## src/rtl/multi_cycle_ctrl.sv

```systemverilog
// Purpose: multi-cycle IF/ID/EX/MEM/WB sequencer for the MIPS datapath. It registers the decode in ID and issues per-state enables.
// Latency: R/I-type and sw take 4 cycles and lw takes 5, with one extra cycle per dmem wait cycle.
// Backpressure: MEM holds while dmem_ready is low. After MEM_TIMEOUT cycles it aborts with a bus_err pulse.
// Ports:
//   clk/rst        - clock and synchronous active-high reset
//   op/funct       - instruction fields from the IR
//   dmem_ready     - data memory completion
//   ir_write, pc_write, dmem_req, mem_write, reg_write - one-state enables
//   alu_src, if_extend, reg_dst, memtoreg, aluop       - decode, held from ID to the next ID
//   illegal, bus_err                                    - single-cycle error pulses
//   state, instret                                      - debug state and retired-instruction count
module multi_cycle_ctrl #(
    parameter int MEM_TIMEOUT = 15,
    parameter int CNT_W       = 32
) (
    input  logic             clk,
    input  logic             rst,
    input  logic [5:0]       op,
    input  logic [5:0]       funct,
    input  logic             dmem_ready,
    output logic             ir_write,
    output logic             pc_write,
    output logic             alu_src,
    output logic             if_extend,
    output logic             reg_dst,
    output logic             memtoreg,
    output logic [4:0]       aluop,
    output logic             dmem_req,
    output logic             mem_write,
    output logic             reg_write,
    output logic             illegal,
    output logic             bus_err,
    output logic [2:0]       state,
    output logic [CNT_W-1:0] instret
);

    localparam logic [2:0] S_IF  = 3'd0;
    localparam logic [2:0] S_ID  = 3'd1;
    localparam logic [2:0] S_EX  = 3'd2;
    localparam logic [2:0] S_MEM = 3'd3;
    localparam logic [2:0] S_WB  = 3'd4;

    localparam logic [7:0] WAIT_LAST = 8'(MEM_TIMEOUT - 1);

    logic [2:0]       state_q, state_d;
    logic [CNT_W-1:0] instret_q, instret_d;
    logic [7:0]       wait_q, wait_d;
    logic             alu_src_q, if_extend_q, reg_dst_q, memtoreg_q;
    logic [4:0]       aluop_q;
    logic             is_lw_q, is_sw_q;

    logic             dec_ok, dec_src, dec_ext, dec_dst, dec_lw, dec_sw;
    logic [4:0]       dec_aluop;
    logic             illegal_c, bus_err_c;

    // Instruction decode. This logic only feeds registers that are loaded in ID.
    always_comb begin
        dec_ok    = 1'b1;
        dec_src   = 1'b0;
        dec_ext   = 1'b0;
        dec_dst   = 1'b0;
        dec_lw    = 1'b0;
        dec_sw    = 1'b0;
        dec_aluop = 5'd0;
        case (op)
            6'h00: begin
                case (funct)
                    6'h20:   dec_aluop = 5'd0;
                    6'h21:   dec_aluop = 5'd1;
                    6'h23:   dec_aluop = 5'd2;
                    6'h24:   dec_aluop = 5'd3;
                    6'h25:   dec_aluop = 5'd4;
                    6'h2A:   dec_aluop = 5'd5;
                    default: dec_ok    = 1'b0;
                endcase
            end
            6'h08: {dec_src, dec_ext, dec_dst, dec_aluop} = {3'b111, 5'd0};
            6'h09: {dec_src, dec_ext, dec_dst, dec_aluop} = {3'b111, 5'd1};
            6'h0C: {dec_src, dec_ext, dec_dst, dec_aluop} = {3'b101, 5'd3};
            6'h0D: {dec_src, dec_ext, dec_dst, dec_aluop} = {3'b101, 5'd4};
            6'h0F: {dec_src, dec_ext, dec_dst, dec_aluop} = {3'b111, 5'd6};
            6'h23: begin
                {dec_src, dec_ext, dec_dst, dec_aluop} = {3'b111, 5'd0};
                dec_lw = 1'b1;
            end
            6'h2B: begin
                {dec_src, dec_ext, dec_dst, dec_aluop} = {3'b111, 5'd0};
                dec_sw = 1'b1;
            end
            default: dec_ok = 1'b0;
        endcase
    end

    always_comb begin
        state_d   = state_q;
        instret_d = instret_q;
        wait_d    = wait_q;
        illegal_c = 1'b0;
        bus_err_c = 1'b0;
        case (state_q)
            S_IF: state_d = S_ID;
            S_ID: begin
                if (dec_ok) begin
                    state_d = S_EX;
                end else begin
                    illegal_c = 1'b1;
                    state_d   = S_IF;
                end
            end
            S_EX: begin
                state_d = (is_lw_q || is_sw_q) ? S_MEM : S_WB;
                wait_d  = 8'd0;
            end
            S_MEM: begin
                // When ready and the timeout land in the same cycle, ready wins.
                if (dmem_ready) begin
                    wait_d = 8'd0;
                    if (is_sw_q) begin
                        state_d   = S_IF;
                        instret_d = instret_q + CNT_W'(1);
                    end else begin
                        state_d = S_WB;
                    end
                end else if (wait_q == WAIT_LAST) begin
                    bus_err_c = 1'b1;
                    wait_d    = 8'd0;
                    state_d   = S_IF;
                end else begin
                    wait_d = wait_q + 8'd1;
                end
            end
            S_WB: begin
                state_d   = S_IF;
                instret_d = instret_q + CNT_W'(1);
            end
            default: state_d = S_IF;
        endcase
    end

    always_ff @(posedge clk) begin
        if (rst) begin
            state_q     <= S_IF;
            instret_q   <= '0;
            wait_q      <= 8'd0;
            alu_src_q   <= 1'b0;
            if_extend_q <= 1'b0;
            reg_dst_q   <= 1'b0;
            memtoreg_q  <= 1'b0;
            aluop_q     <= 5'd0;
            is_lw_q     <= 1'b0;
            is_sw_q     <= 1'b0;
        end else begin
            state_q   <= state_d;
            instret_q <= instret_d;
            wait_q    <= wait_d;
            if (state_q == S_ID) begin
                alu_src_q   <= dec_src;
                if_extend_q <= dec_ext;
                reg_dst_q   <= dec_dst;
                memtoreg_q  <= dec_lw;
                aluop_q     <= dec_aluop;
                is_lw_q     <= dec_lw;
                is_sw_q     <= dec_sw;
            end
        end
    end

    // The enables are decoded from the state only. They are masked while rst is high,
    // so nothing fires during the reset cycle.
    assign ir_write  = (state_q == S_IF)  && !rst;
    assign pc_write  = (state_q == S_IF)  && !rst;
    assign dmem_req  = (state_q == S_MEM) && !rst;
    assign mem_write = (state_q == S_MEM) && is_sw_q && !rst;
    assign reg_write = (state_q == S_WB)  && !rst;
    assign illegal   = illegal_c && !rst;
    assign bus_err   = bus_err_c && !rst;

    assign alu_src   = alu_src_q;
    assign if_extend = if_extend_q;
    assign reg_dst   = reg_dst_q;
    assign memtoreg  = memtoreg_q;
    assign aluop     = aluop_q;
    assign state     = state_q;
    assign instret   = instret_q;

endmodule
```

## config.mk

```make
export PLATFORM = sky130hd
export DESIGN_NAME = multi_cycle_ctrl
export DESIGN_NICKNAME = d
export VERILOG_FILES = /design/src/rtl/multi_cycle_ctrl.sv
export SDC_FILE = /design/constraint.sdc
export NUM_CORES = 1
export LEC_CHECK = 0
export ABC_AREA = 1
export BUFFER_PORTS_ARGS = -buffer_cell sky130_fd_sc_hd__clkbuf_2
export CORE_UTILIZATION = 45
export CTS_BUF_LIST = sky130_fd_sc_hd__clkbuf_2 sky130_fd_sc_hd__clkbuf_4 sky130_fd_sc_hd__clkbuf_8
export DETAILED_ROUTE_END_ITERATION = 8
export PLACE_DENSITY = 0.68
export SLEW_MARGIN = 10
export SYNTH_ARGS = -nofsm -noshare
export SYNTH_HDL_FRONTEND = slang
export SYNTH_SLANG_ARGS = --single-unit
```

## constraint.sdc

```tcl
create_clock -name clk -period 3.7 [get_ports clk]
set_input_delay 0.37 -clock clk [delete_from_list [all_inputs] [get_ports clk]]
set_output_delay 0.37 -clock clk [all_outputs]
set_load 0.05 [all_outputs]
```

==> flow_metrics.env <==
export IMPL_root_buffer="clkbuf_8"
export IMPL_postLayoutCoreUtil=0.5436
export IMPL_grt_overflow_total=0
export IMPL_hold_viol_final=0
export IMPL_place_hpwl_mm=5.793
export IMPL_start_util=0.4747
export IMPL_synth_area_top_cells="dfxtp_1, nand2_1, nor2_1, inv_1, nand3_1"
export IMPL_ys_seq_elements=50
export IMPL_hold_path_class="in -> reg"
export IMPL_final_cell_mix="nand2_1, nor2_1, clkbuf_2"
export IMPL_syn_area_um2=3083
export IMPL_postSynthAreaPerCell_um2=6.010
export IMPL_netlist_instances=513
export IMPL_violations="DRC"
export IMPL_cts_tree="yes"
export IMPL_tightest_slew_ps=924.1
export IMPL_status="finished with violations"
export IMPL_grt_max_degree=34
export IMPL_antenna_left=0
export IMPL_power_density_nw_per_um2=298.3
export IMPL_criticalPathCategory="reg -> out"
export IMPL_num_vias=3262
export IMPL_clk_latency_ps=300
export IMPL_setup_viol=0
export IMPL_drv_cap=0
export IMPL_routed_via_density=5.034
export IMPL_leakage_nw=1.455
export IMPL_maxSlewHeadroom=0.3792
export IMPL_min_period_ps=2685
export IMPL_regArea_um2=1001
export IMPL_final_cell_area_um2=3531
export IMPL_ys_warn_count=0
export IMPL_drive_gt1_frac=0.1576
export IMPL_numClockSinks=50
export IMPL_numCtsBuffers=5
export IMPL_fmax_mhz=372.4
export IMPL_antenna_found_initial=0
export IMPL_clkTransAtPathRegs_ps=90
export IMPL_drt_iter0_markers=170
export IMPL_placed_cell_area_um2=3417
export IMPL_die_area_um2=7186
export IMPL_path_max_fanout=11
export IMPL_route_detailed_drc=5
export IMPL_multiInputGateArea_um2=1805
export IMPL_ys_types=33
export IMPL_grt_pass1_wl_mm=13.27
export IMPL_power_total_mw=1.053
export IMPL_p_comb_frac=0.097
export IMPL_clockBufferDepth=2
export IMPL_rsz0062_at_grt="false"
export IMPL_antenna_cells=0
export IMPL_routedWlPerCell_um=11.78
export IMPL_peakVddDrop_uv=154.6
export IMPL_arrival_ps=2320
export IMPL_p_switching_mw=0.2688
export IMPL_wirelength_mm=7.635
export IMPL_io_pins=66
export IMPL_clock_skew_ps=5.256
export IMPL_synth_top_area_share=0.3247
export IMPL_post_cts_buffers=0
export IMPL_slew_violations=0
export IMPL_fin_nets=588
export IMPL_swShare=0.2552
export IMPL_grt_usage=0.2266
export IMPL_post_route_period_util=0.7258
export IMPL_p_clk_frac=0.383
export IMPL_rows=29
export IMPL_first_pass_iters=8
export IMPL_internal_power_mw=0.7844
export IMPL_synth_top_cell_by_area="dfxtp_1"
export IMPL_seq_area_frac_synth=0.3247
export IMPL_final_common_cell="nand2_1"
export IMPL_cts_htree_levels=2
export IMPL_endpoint_kind="primary output"
export IMPL_grt_pass1_vias=2993
export IMPL_cts_resized_gates=0
export IMPL_dpl_worst_slack_ps=1364
export IMPL_crit_path_start_kind="flop"
export IMPL_gp_congestion=0.9106
export IMPL_setup_ws_ps=1015
export IMPL_crit_required_ps=3330
export IMPL_tns_ps=0
export IMPL_die_h_um=84.77
export IMPL_io_buffers=63
export IMPL_die_x_um=84.77
export IMPL_seqPwrFrac=0.521
export IMPL_area_growth_pct=14.53
export IMPL_cts_hold_buf=0
export IMPL_fillCellCount=692
export IMPL_core_area_um2=6495
[metal layers]
layer	share of wire	up-vias	global-route usage
met1	0.45	1451	0.2740
met3	0.046	12	0.04621
met5	0	-	0
li1	-	1725	-
met2	0.48	74	0.4028
met4	0.020	0	0.07088
[metrics by stage]
step                      hold WS, ps  std cells
after floorplan                 473.1        514
after global placement          489.8        640
after detailed placement        493.6        640
after CTS                       317.2        648
after global routing            344.3        648
final                           323.6        648
[Yosys cell counts (all sizes together)]
| library cell | instances |
|---|---|
| o21bai | 1 |
| nand4 | 6 |
| ha | 3 |
| o21a | 1 |
| dfxtp | 50 |
| and3 | 2 |
| o211ai | 1 |
| buf | 10 |
| nor2 | 97 |
| nand3 | 36 |
| a21o | 1 |
| nand2 | 178 |
| xnor2 | 1 |
| xor2 | 8 |
| nand3b | 3 |
| clkbuf | 4 |
| a31oi | 7 |
| inv | 53 |
| a211oi | 1 |
| o21ai | 10 |
| conb | 1 |
| a21oi | 30 |
| nor3 | 8 |
| a41oi | 1 |
[area by class of cell]
cell class,count,share of cell area
inverters,53,0.05634
clock buffers,7,0.02374
flip-flops and latches,50,0.2835
well taps,77,0.02729
repair buffers,63,0.08930
multi-input cells,397,0.5113
clock inverters,1,0.008505
[worst paths after layout]
kind	from	to	slack [ps]	cells after the start
setup / recovery	state[0]	illegal	1010	5
hold reg to reg	instret[31]	instret[31]	510	2
setup reg to reg	state[0]	is_lw_q	1730	7
hold / removal	op[3]	is_sw_q	320	3
[flip-flops by register name (all words and copies together), names as in the netlist]
register   flops
state          3
reg_dst        1
instret       32
aluop          3
wait_q         8
is_lw_q        1
is_sw_q        1
if_extend      1
[worst max-delay path, cell delays in order, from the launching register on]
cell	delay, ps
dfxtp_1	400
inv_1	120
nor3_1	720
inv_1	240
nor3_1	220
clkbuf_2	310
[logic make-up (layout without fill, tap and decap cells)]
group,Yosys count,after routing,share of synthesized area
simple gates,330,330,0.4501
buf+inv,67,124,0.09091
compound gates,53,53,0.09538
flops,50,50,0.3247
xor+xnor,9,9,0.02557
fa+ha+maj,3,3,0.01218
other cells,1,2,0.001216
[power by group through the flow]
| stage | Clock, mW | Sequential, mW | Combinational [mW] |
|---|---|---|---|
| global route | 0.435 | 0.549 | 0.111 |
| CTS | 0.414 | 0.548 | 0.102 |
| detailed placement | 0 | 0.561 | 0.102 |
| finish | 0.403 | 0.548 | 0.102 |
| floorplan | 0 | 0.581 | 0.0599 |
| global placement | 0 | 0.561 | 0.100 |
No activity file was read; power rests on OpenSTA's default activity.
